## config.mk

```make
export PLATFORM = sky130hd
export DESIGN_NAME = reorder_buffer_mc
export DESIGN_NICKNAME = d
export VERILOG_FILES = /design/src/rtl/reorder_buffer_mc.sv
export SDC_FILE = /design/constraint.sdc
export NUM_CORES = 2
export LEC_CHECK = 0
export BUFFER_PORTS_ARGS = -buffer_cell sky130_fd_sc_hd__buf_2
export CAP_MARGIN = 0
export CORE_MARGIN = 3
export CORE_UTILIZATION = 45
export DETAILED_ROUTE_END_ITERATION = 16
export MAX_ROUTING_LAYER = met4
export PLACE_DENSITY_LB_ADDON = 0.15
export SLEW_MARGIN = 5
export SYNTH_ARGS = -nofsm -noshare
export SYNTH_HDL_FRONTEND = slang
export SYNTH_SLANG_ARGS = --single-unit
```

## constraint.sdc

```tcl
create_clock -name Sys_clk -period 9.8 [get_ports Sys_clk]
set_clock_uncertainty 0.05 [all_clocks]
set_input_delay 1.96 -clock Sys_clk [delete_from_list [all_inputs] [get_ports Sys_clk]]
set_output_delay 1.96 -clock Sys_clk [all_outputs]
set_load 0.05 [all_outputs]
```

## src/rtl/reorder_buffer_mc.sv

```systemverilog
// Reorder buffer: circular queue that retires up to two results per cycle in
// program order, with store handshaking, branch resolution and flush.
module reorder_buffer_mc #(
    parameter int IDX_W = 3,
    parameter int CW    = 2,
    parameter int WBP   = 2
) (
    input  logic                  Sys_clk,
    input  logic                  Sys_rst,
    input  logic                  Sys_rdy,
    input  logic                  dp_valid,
    input  logic [31:0]           dp_pc,
    input  logic [6:0]            dp_opcode,
    input  logic [5:0]            dp_rd,
    input  logic                  dp_pred_taken,
    output logic                  dp_ready,
    output logic [IDX_W-1:0]      dp_idx,
    input  logic [IDX_W:0]        qj_idx,
    input  logic [IDX_W:0]        qk_idx,
    output logic                  qj_ready,
    output logic                  qk_ready,
    output logic [31:0]           vj,
    output logic [31:0]           vk,
    input  logic [WBP-1:0]        wb_en,
    input  logic [WBP*IDX_W-1:0]  wb_idx,
    input  logic [WBP*32-1:0]     wb_value,
    input  logic [WBP*32-1:0]     wb_next_pc,
    output logic [CW-1:0]         cm_en,
    output logic [CW*IDX_W-1:0]   cm_idx,
    output logic [CW*6-1:0]       cm_rd,
    output logic [CW*32-1:0]      cm_value,
    output logic                  st_req,
    output logic [IDX_W-1:0]      st_idx,
    input  logic                  st_ack,
    output logic                  flush,
    output logic [31:0]           flush_pc,
    output logic                  bp_en,
    output logic [31:0]           bp_pc,
    output logic                  bp_taken,
    output logic [IDX_W:0]        count
);

    localparam int              D     = 1 << IDX_W;
    localparam logic [IDX_W:0]  DFULL = (IDX_W+1)'(D);
    localparam logic [5:0]      NO_RD = 6'b100000;

    function automatic logic is_store(input logic [6:0] op);
        return (op >= 7'd16) && (op <= 7'd18);
    endfunction

    function automatic logic is_branch(input logic [6:0] op);
        return (op >= 7'd5) && (op <= 7'd10);
    endfunction

    function automatic logic is_jalr(input logic [6:0] op);
        return op == 7'd4;
    endfunction

    logic [D-1:0]        r_valid;
    logic [D-1:0]        r_ready;
    logic [D-1:0]        r_pred;
    logic [31:0]         r_pc    [D];
    logic [31:0]         r_value [D];
    logic [31:0]         r_npc   [D];
    logic [6:0]          r_op    [D];
    logic [5:0]          r_rd    [D];
    logic [IDX_W-1:0]    r_head;
    logic [IDX_W-1:0]    r_tail;
    logic [IDX_W:0]      r_count;

    logic [CW-1:0]       r_cm_en;
    logic [CW*IDX_W-1:0] r_cm_idx;
    logic [CW*6-1:0]     r_cm_rd;
    logic [CW*32-1:0]    r_cm_value;
    logic                r_flush;
    logic [31:0]         r_flush_pc;
    logic                r_bp_en;
    logic [31:0]         r_bp_pc;
    logic                r_bp_taken;

    logic [IDX_W-1:0]    w_head1;
    logic [IDX_W-1:0]    w_head_nxt;
    logic                w_dp_fire;
    logic                w_head_store;
    logic                w_head_br;
    logic                w_head_jalr;
    logic                w_cm0;
    logic                w_cm1;
    logic                w_bp;
    logic                w_taken;
    logic                w_flush_now;
    logic [IDX_W:0]      w_ncm;
    logic [1:0]          w_cm_vec;
    logic [2*IDX_W-1:0]  w_cm_idx;
    logic [11:0]         w_cm_rd;
    logic [63:0]         w_cm_value;

    assign w_head1      = r_head + 1'b1;
    assign dp_ready     = (r_count != DFULL) && !r_flush;
    assign dp_idx       = r_tail;
    assign w_dp_fire    = dp_valid && dp_ready && Sys_rdy;
    assign w_head_store = r_valid[r_head] && is_store(r_op[r_head]);
    assign w_head_br    = is_branch(r_op[r_head]);
    assign w_head_jalr  = is_jalr(r_op[r_head]);
    assign st_req       = w_head_store;
    assign st_idx       = r_head;

    assign w_cm0 = Sys_rdy && r_valid[r_head] &&
                   (w_head_store ? st_ack : r_ready[r_head]);
    assign w_cm1 = (CW == 2) && w_cm0 && !w_head_store && !w_head_br && !w_head_jalr &&
                   r_valid[w_head1] && r_ready[w_head1] &&
                   !is_store(r_op[w_head1]) && !is_branch(r_op[w_head1]) &&
                   !is_jalr(r_op[w_head1]);

    assign w_taken     = r_value[r_head][0];
    assign w_bp        = w_cm0 && w_head_br;
    assign w_flush_now = w_cm0 && ((w_head_br && (w_taken != r_pred[r_head])) || w_head_jalr);
    assign w_ncm       = (IDX_W+1)'(w_cm0) + (IDX_W+1)'(w_cm1);

    assign w_cm_vec   = {w_cm1, w_cm0};
    assign w_cm_idx   = {w_head1, r_head};
    assign w_cm_rd    = {r_rd[w_head1], (w_head_store ? NO_RD : r_rd[r_head])};
    assign w_cm_value = {r_value[w_head1], r_value[r_head]};

    always_comb begin
        w_head_nxt = r_head;
        if (w_cm1)
            w_head_nxt = r_head + IDX_W'(2);
        else if (w_cm0)
            w_head_nxt = w_head1;
    end

    // Operand lookup: same-cycle writeback beats the stored value; the highest port wins.
    always_comb begin
        qj_ready = qj_idx[IDX_W] || r_ready[qj_idx[IDX_W-1:0]];
        qk_ready = qk_idx[IDX_W] || r_ready[qk_idx[IDX_W-1:0]];
        vj       = r_value[qj_idx[IDX_W-1:0]];
        vk       = r_value[qk_idx[IDX_W-1:0]];
        for (int p = 0; p < WBP; p++) begin
            if (wb_en[p] && (wb_idx[p*IDX_W +: IDX_W] == qj_idx[IDX_W-1:0])) begin
                qj_ready = 1'b1;
                vj       = wb_value[p*32 +: 32];
            end
            if (wb_en[p] && (wb_idx[p*IDX_W +: IDX_W] == qk_idx[IDX_W-1:0])) begin
                qk_ready = 1'b1;
                vk       = wb_value[p*32 +: 32];
            end
        end
        if (qj_idx[IDX_W])
            vj = 32'd0;
        if (qk_idx[IDX_W])
            vk = 32'd0;
    end

    always_ff @(posedge Sys_clk) begin
        if (!Sys_rst) begin
            r_valid    <= '0;
            r_ready    <= '0;
            r_pred     <= '0;
            for (int i = 0; i < D; i++) begin
                r_pc[i]    <= '0;
                r_value[i] <= '0;
                r_npc[i]   <= '0;
                r_op[i]    <= '0;
                r_rd[i]    <= '0;
            end
            r_head     <= '0;
            r_tail     <= '0;
            r_count    <= '0;
            r_cm_en    <= '0;
            r_cm_idx   <= '0;
            r_cm_rd    <= '0;
            r_cm_value <= '0;
            r_flush    <= 1'b0;
            r_flush_pc <= '0;
            r_bp_en    <= 1'b0;
            r_bp_pc    <= '0;
            r_bp_taken <= 1'b0;
        end else if (Sys_rdy) begin
            r_cm_en    <= w_cm_vec[CW-1:0];
            r_cm_idx   <= w_cm_idx[CW*IDX_W-1:0];
            r_cm_rd    <= w_cm_rd[CW*6-1:0];
            r_cm_value <= w_cm_value[CW*32-1:0];
            r_bp_en    <= w_bp;
            r_flush    <= w_flush_now;
            if (w_bp) begin
                r_bp_pc    <= r_pc[r_head];
                r_bp_taken <= w_taken;
            end
            if (w_flush_now)
                r_flush_pc <= r_npc[r_head];

            if (w_flush_now) begin
                r_valid <= '0;
                r_ready <= '0;
                r_head  <= '0;
                r_tail  <= '0;
                r_count <= '0;
            end else begin
                if (w_cm0)
                    r_valid[r_head] <= 1'b0;
                if (w_cm1)
                    r_valid[w_head1] <= 1'b0;
                if (w_dp_fire) begin
                    r_valid[r_tail] <= 1'b1;
                    r_ready[r_tail] <= 1'b0;
                    r_pc[r_tail]    <= dp_pc;
                    r_op[r_tail]    <= dp_opcode;
                    r_rd[r_tail]    <= dp_rd;
                    r_pred[r_tail]  <= dp_pred_taken;
                    r_tail          <= r_tail + 1'b1;
                end
                // Writebacks landing in the flush cycle belong to squashed work.
                for (int p = 0; p < WBP; p++) begin
                    if (wb_en[p] && !r_flush && r_valid[wb_idx[p*IDX_W +: IDX_W]]) begin
                        r_ready[wb_idx[p*IDX_W +: IDX_W]] <= 1'b1;
                        r_value[wb_idx[p*IDX_W +: IDX_W]] <= wb_value[p*32 +: 32];
                        r_npc[wb_idx[p*IDX_W +: IDX_W]]   <= wb_next_pc[p*32 +: 32];
                    end
                end
                r_head  <= w_head_nxt;
                r_count <= r_count + (IDX_W+1)'(w_dp_fire) - w_ncm;
            end
        end
    end

    // Pulses are shown only in enabled cycles; a stall defers them rather than dropping them.
    assign cm_en    = r_cm_en & {CW{Sys_rdy}};
    assign cm_idx   = r_cm_idx;
    assign cm_rd    = r_cm_rd;
    assign cm_value = r_cm_value;
    assign flush    = r_flush & Sys_rdy;
    assign flush_pc = r_flush_pc;
    assign bp_en    = r_bp_en & Sys_rdy;
    assign bp_pc    = r_bp_pc;
    assign bp_taken = r_bp_taken;
    assign count    = r_count;

endmodule

```

Word level (Yosys, flattened, before mapping)
Memories as Yosys holds them, arrays and structs flattened. A register that Yosys moved wholly into a read port is not among the register bits. Index checks and enable logic that the tools add are counted.

Reductions and logical operators: 62. Equality and inequality tests: 8. Order comparisons: 20. Bitwise gates (word level): 13. Mux-type cells: 110. $add $sub $neg: 6.

Operators with widths (number): 32-bit 2-to-1 mux (11); 8-bit 2-to-1 mux (20); 32-bit OR reduction (5); 3-bit 2-to-1 mux (18); 1-bit 2-to-1 mux (42); 1-bit logical AND (34); 3-bit by 4-bit < comparator with 1-bit output (second input constant) (7); 1-bit binary-select mux with 3-bit select (9); 8-bit bitwise AND (3); 8-bit inverter (3); 8-bit OR (3); 1-bit demux with 3-bit select (5); 3-bit by 1-bit greater-or-equal comparator with 1-bit output (second input constant) (5); 7-bit by 3-bit equality test with 1-bit output (second input constant) (2); 7-bit by 3-bit greater-or-equal comparator with 1-bit output (second input constant) (2); 7-bit by 5-bit greater-or-equal comparator with 1-bit output (second input constant) (2); 7-bit by 4-bit less-or-equal comparator with 1-bit output (second input constant) (2); 7-bit by 5-bit less-or-equal comparator with 1-bit output (second input constant) (2); 3-bit equality test (4); 6-bit 2-to-1 mux (2); 1-bit logical NOT (11); 8-bit bitwise mux (1); 2-bit AND reduction (4); 7-bit 2-to-1 mux (1); other kinds (17) (21).

Input bits: 195. Output and inout bits: 229. Bits in registers: 121. Memory bits (writable): 872. Logic and storage cells: 237. Memories: 5.

Memory list: r_npc (depth 8, bits a word 32, rd ports 1, clocked after Yosys merged registers in 1, wr ports 8, line 64) `logic [31:0] r_npc [D];`; r_pc (depth 8, bits a word 32, rd ports 1, clocked after Yosys merged registers in 1, wr ports 8, line 62) `logic [31:0] r_pc [D];`; r_value (depth 8, bits a word 32, rd ports 4, clocked after Yosys merged registers in 2, wr ports 8, line 63) `logic [31:0] r_value [D];`; r_op (depth 8, bits a word 7, rd ports 2, clocked after Yosys merged registers in 1, wr ports 8, line 65) `logic [6:0] r_op [D];`; r_rd (depth 8, bits a word 6, rd ports 2, clocked after Yosys merged registers in 2, wr ports 8, line 66) `logic [5:0] r_rd [D];`.

Depth between registers and ports, before layout
Depth in word-level cells: 20. Gate-level depth with buffers: 21. Gate-level depth less buffers: 17.

Worst setup path after synthesis
No wires, ideal clock.

Kind: in2reg. From: input wb_idx[1]. To: memory r_npc[2][0] (enable). Setup slack: 1.225 ns. Arrival time: 7.951 ns. Required time: 9.176 ns. Buffers on the path: 2. Cell stages on the path: 10. Library setup time: 0.574 ns. Cell sequence: buf_1 nor2b_1 a22oi_1 a21oi_1 o21ai_0 or2_2 clkbuf_1 nor2_1 nor2_1 o21ai_0.

RTL lines: start: declaration (line 25) `input logic [WBP*IDX_W-1:0] wb_idx,`; end: declaration (line 64).

Final worst setup path
From: input qk_idx[2]. To: output vk[2].

Word-level cells in the longest chain between the ends: 5. Elaborated cells between the ends (all ways): 8. Those cells by class: 2 x eq/ne; 3 x mux; 2 x reduce/logical; 1 x memory.

Ends and longest elaborated chain: start: declaration (line 19) `input logic [IDX_W:0] qk_idx,`; parallel branches: the longest is 3 deep, another holds memory 8 x 32 bit; 32-bit 2-to-1 mux * (line 144) `if (wb_en[p] && (wb_idx[p*IDX_W +: IDX_W] == qk_idx[IDX_W-1:0])) begin`; 32-bit 2-to-1 mux * (line 151) `if (qk_idx[IDX_W])`; end: declaration (line 23) `output logic [31:0] vk,`.

Mark *: on every way between the ends.

==> results by group <==
Drt
  – Final WL: 203000 µm
  – DRC: 0
  – Antenna violation net count after detailed routing: 0
  – Drt first pass iters: 5
  – Vias/cell: 6.63
  – Vias: between 40000 and 50000
  – DR iter-0 viols: 4996
  – Avg WL per Cell: 33.0 µm

Critical path
  – CP endpoint kind: primary output
  – Crit path max fanout: 34
  – Worst Path Arrival: 5100 ps
  – Worst Path Required: 7790 ps
  – CP startpoint: qk_idx[2]
  – Worst setup SP type: input pin
  – Critical path class: in2out

Timing
  – Setup TNS: 0 ps
  – Relative slew slack: 16.5%
  – Final Hold Fails: 0
  – Unrepaired setup endpoints after global routing: false
  – Fmax achieved: around 140 MHz
  – Slew Limit Fails: 0
  – Final Cycle Share: between 70% and 80%
  – Slew @ Worst Pin: ~1300 ps
  – Final number of setup-violating endpoints: 0
  – Fin crit period: 7110 ps

Flow run
  – Max-cap viol count: 0

Yosys
  – Post-synth net total: between 4000 and 5000
  – Post-Syn Area per Cell: 13.1 µm²
  – Seq cells post-synth: 1060
  – Post-synthesis sequential area ratio: 53.3%
  – Synth Area in XOR/XNOR: 0.294%
  – Post-synthesis simple-gate area fraction: under 10%
  – Synth top cells by count: edfxtp_1 (872), a22o_1 (513), mux4_2 (396)
  – Post-synth top area cell: edfxtp_1
  – Syn. warnings: 0
  – FFs w/ async S/R, synth: 0%
  – Cells after Synth: 4278
  – Synth area leaders: edfxtp_1 (47%), mux4_2 (16%), a22o_1 (8.0%)
  – Post-synth EDFFs: ~870
  – Top_reg_cell synth: edfxtp_1
  – Synth Area in Compound Gates: approximately 14%
  – Cell area after synthesis: around 56000 µm²
  – Count leader, synth: edfxtp_1
  – Distinct cell type count after synthesis: 68
  – Largest family of logic cells by synthesized area: multiplexers
  – Post-synthesis mux area share: 18.8%
  – Post-Synth Adder-Cell Area: 0.316%
  – Share of Yosys cell area claimed by the top area cell type: 46.6%

Floorplanning
  – Rows: 128
  – Die height: 359 µm
  – Die footprint: 129000 µm²
  – I/O pin count: 424
  – Core area: 123000 µm²
  – Die width: 359 µm
  – Initial cell density of the core: 45.7%

Power
  – PD cells: 168 nW/µm²
  – Max VDD drop: roughly 0.17 mV
  – Leakage: 22.6 nW

Cells and area
  – Syn-to-layout area delta: 13.1%
  – Filler instances: about 10000
  – Final Util: 51.7%
  – FF+latch area: 30000 µm²
  – Share of layout cells above drive strength 1: between 20% and 30%
  – Final nets: 4609
  – Multi-input gate area: 24300 µm²

Clocking
  – CTS Buf Count: 118
  – Clk root buf: clkbuf_16
  – CTS tree: built
  – Post-CTS Setup Bufs: 0
  – Worst-case clock buffer depth: 3
  – Clk pin slew, worst setup/hold paths: 60 ps
  – Hold bufs inserted after CTS: 0
  – Sink Count: between 1000 and 1500
  – # H-tree levels: 3
  – Later-pin clock latency in the skew report: roughly 750 ps
  – Resized cells post-CTS: 0

Global route
  – Initial antenna violation count: 53
  – First-pass GRT wire length: 292000 µm
  – Pin count of the biggest net entering global routing: 112
  – GRT overflow: 0
  – GR Util All Layers: 31.7%
  – Vias in the first global route: 40200

Placed design
  – Final HPWL DP: 114000 µm
  – Port buffer count: 423
  – Routability congestion estimate: 0.869

Worst hold path
  – Worst Hold Class: reg2reg
  – Hold_sp: cm_rd[1]

Status
  – Run status: complete, no violations
power breakdown:
part / leakage (nW) / switching (mW) / total, mW / internal, mW
registers: 10.6 / 0.0954 / 5.13 / 5.03
clock network: 1.91 / 1.91 / 4.53 / 2.62
logic: 10.2 / 0.701 / 1.01 / 0.313
total: 22.6 / 2.71 / 10.7 / 7.96
state kept, by name, summed over array words and instances (netlist names), 2 cells and up, named ones only:
register / flops
r_value: 256
r_rd: 48
dp_idx: 3
cm_idx: 6
r_pc: 256
count: 4
r_pred: 8
r_npc: 256
cm_value: 64
r_ready: 8
r_valid: 8
r_op: 56
bp_pc: 32
st_idx: 3
cm_rd: 12
r_cm_en: 2
flush_pc: 32
per-stage QoR:
step	hold WS (ps)	worst slack (ps)	instances	power (mW)	instance area, µm²
2_1_floorplan	391	1220	4278	5.88	56100
3_3_place_gp	385	2830	5906	6.21	59400
3_5_place_dp	395	2820	5906	6.22	59400
4_1_cts	409	2820	6127	10.7	63400
5_1_grt	430	2630	6167	11.0	63500
6_report	402	2690	6173	10.7	63500
metal layers:
layer | global-route usage, % | share of wire [%] | vias to the layer above
met5 | - | 0 | -
met2 | 48.4 | 46 | 2486
met1 | 41.1 | 39 | 20900
met4 | 12.4 | 4.2 | 0
met3 | 7.73 | 11 | 510
li1 | - | - | 17000
kinds of logic after synthesis:
kind of cell / Yosys count
adder cells (fa/ha/maj): 13
multiplexers: 560
buffers and inverters: 563
AND/OR/NAND/NOR: 1052
AO/OA/AOI/OAI: 1012
XOR/XNOR: 18
flip-flops: 1060
area by class of cell:
| class | instances | area share [%] |
|---|---|---|
| tap | 1625 | 3.20 |
| multi-input combinational | 2655 | 38.3 |
| antenna | 46 | 0.181 |
| clock inverter | 52 | 0.980 |
| clock buffer | 169 | 5.22 |
| timing repair buffer | 531 | 4.66 |
| inverter | 35 | 0.215 |
| sequential | 1060 | 47.2 |
path summary, 6_finish.rpt:
| path | endpoint | slack, ps | cells past startpoint |
|---|---|---|---|
| hold / removal | cm_rd[1] | 400 | 2 |
| hold reg to reg | cm_rd[1] | 400 | 2 |
| setup / recovery | vk[2] | 2690 | 7 |
| setup reg to reg | r_npc[0][15] | 4130 | 10 |
cell usage in the layout, fill, tap and decap left out, types with 34 or more instances in the layout:
| cell | synthesis | layout |
|---|---|---|
| a211oi_1 | 47 | 47 |
| a21oi_1 | 130 | 130 |
| a22o_1 | 513 | 513 |
| a311oi_1 | 80 | 80 |
| and2_1 | 368 | 367 |
| buf_2 | 85 | 418 |
| buf_4 | 2 | 111 |
| clkbuf_1 | 274 | 34 |
| clkbuf_16 | 0 | 118 |
| dfxtp_1 | 188 | 182 |
| diode_2 | 0 | 46 |
| edfxtp_1 | 872 | 872 |
| mux2i_1 | 157 | 157 |
| mux4_2 | 396 | 396 |
| nand2_1 | 392 | 391 |
| nor2_1 | 189 | 175 |
| o211ai_1 | 74 | 74 |
| o21ai_0 | 77 | 62 |
worst max-delay path, cell delays in order:
cell,delay [ps]
buf_2,100
buf_4,680
xnor2_1,210
and4_2,930
nand2_1,110
a21oi_1,650
buf_2,400
No activity file was read; power rests on OpenSTA's default activity.
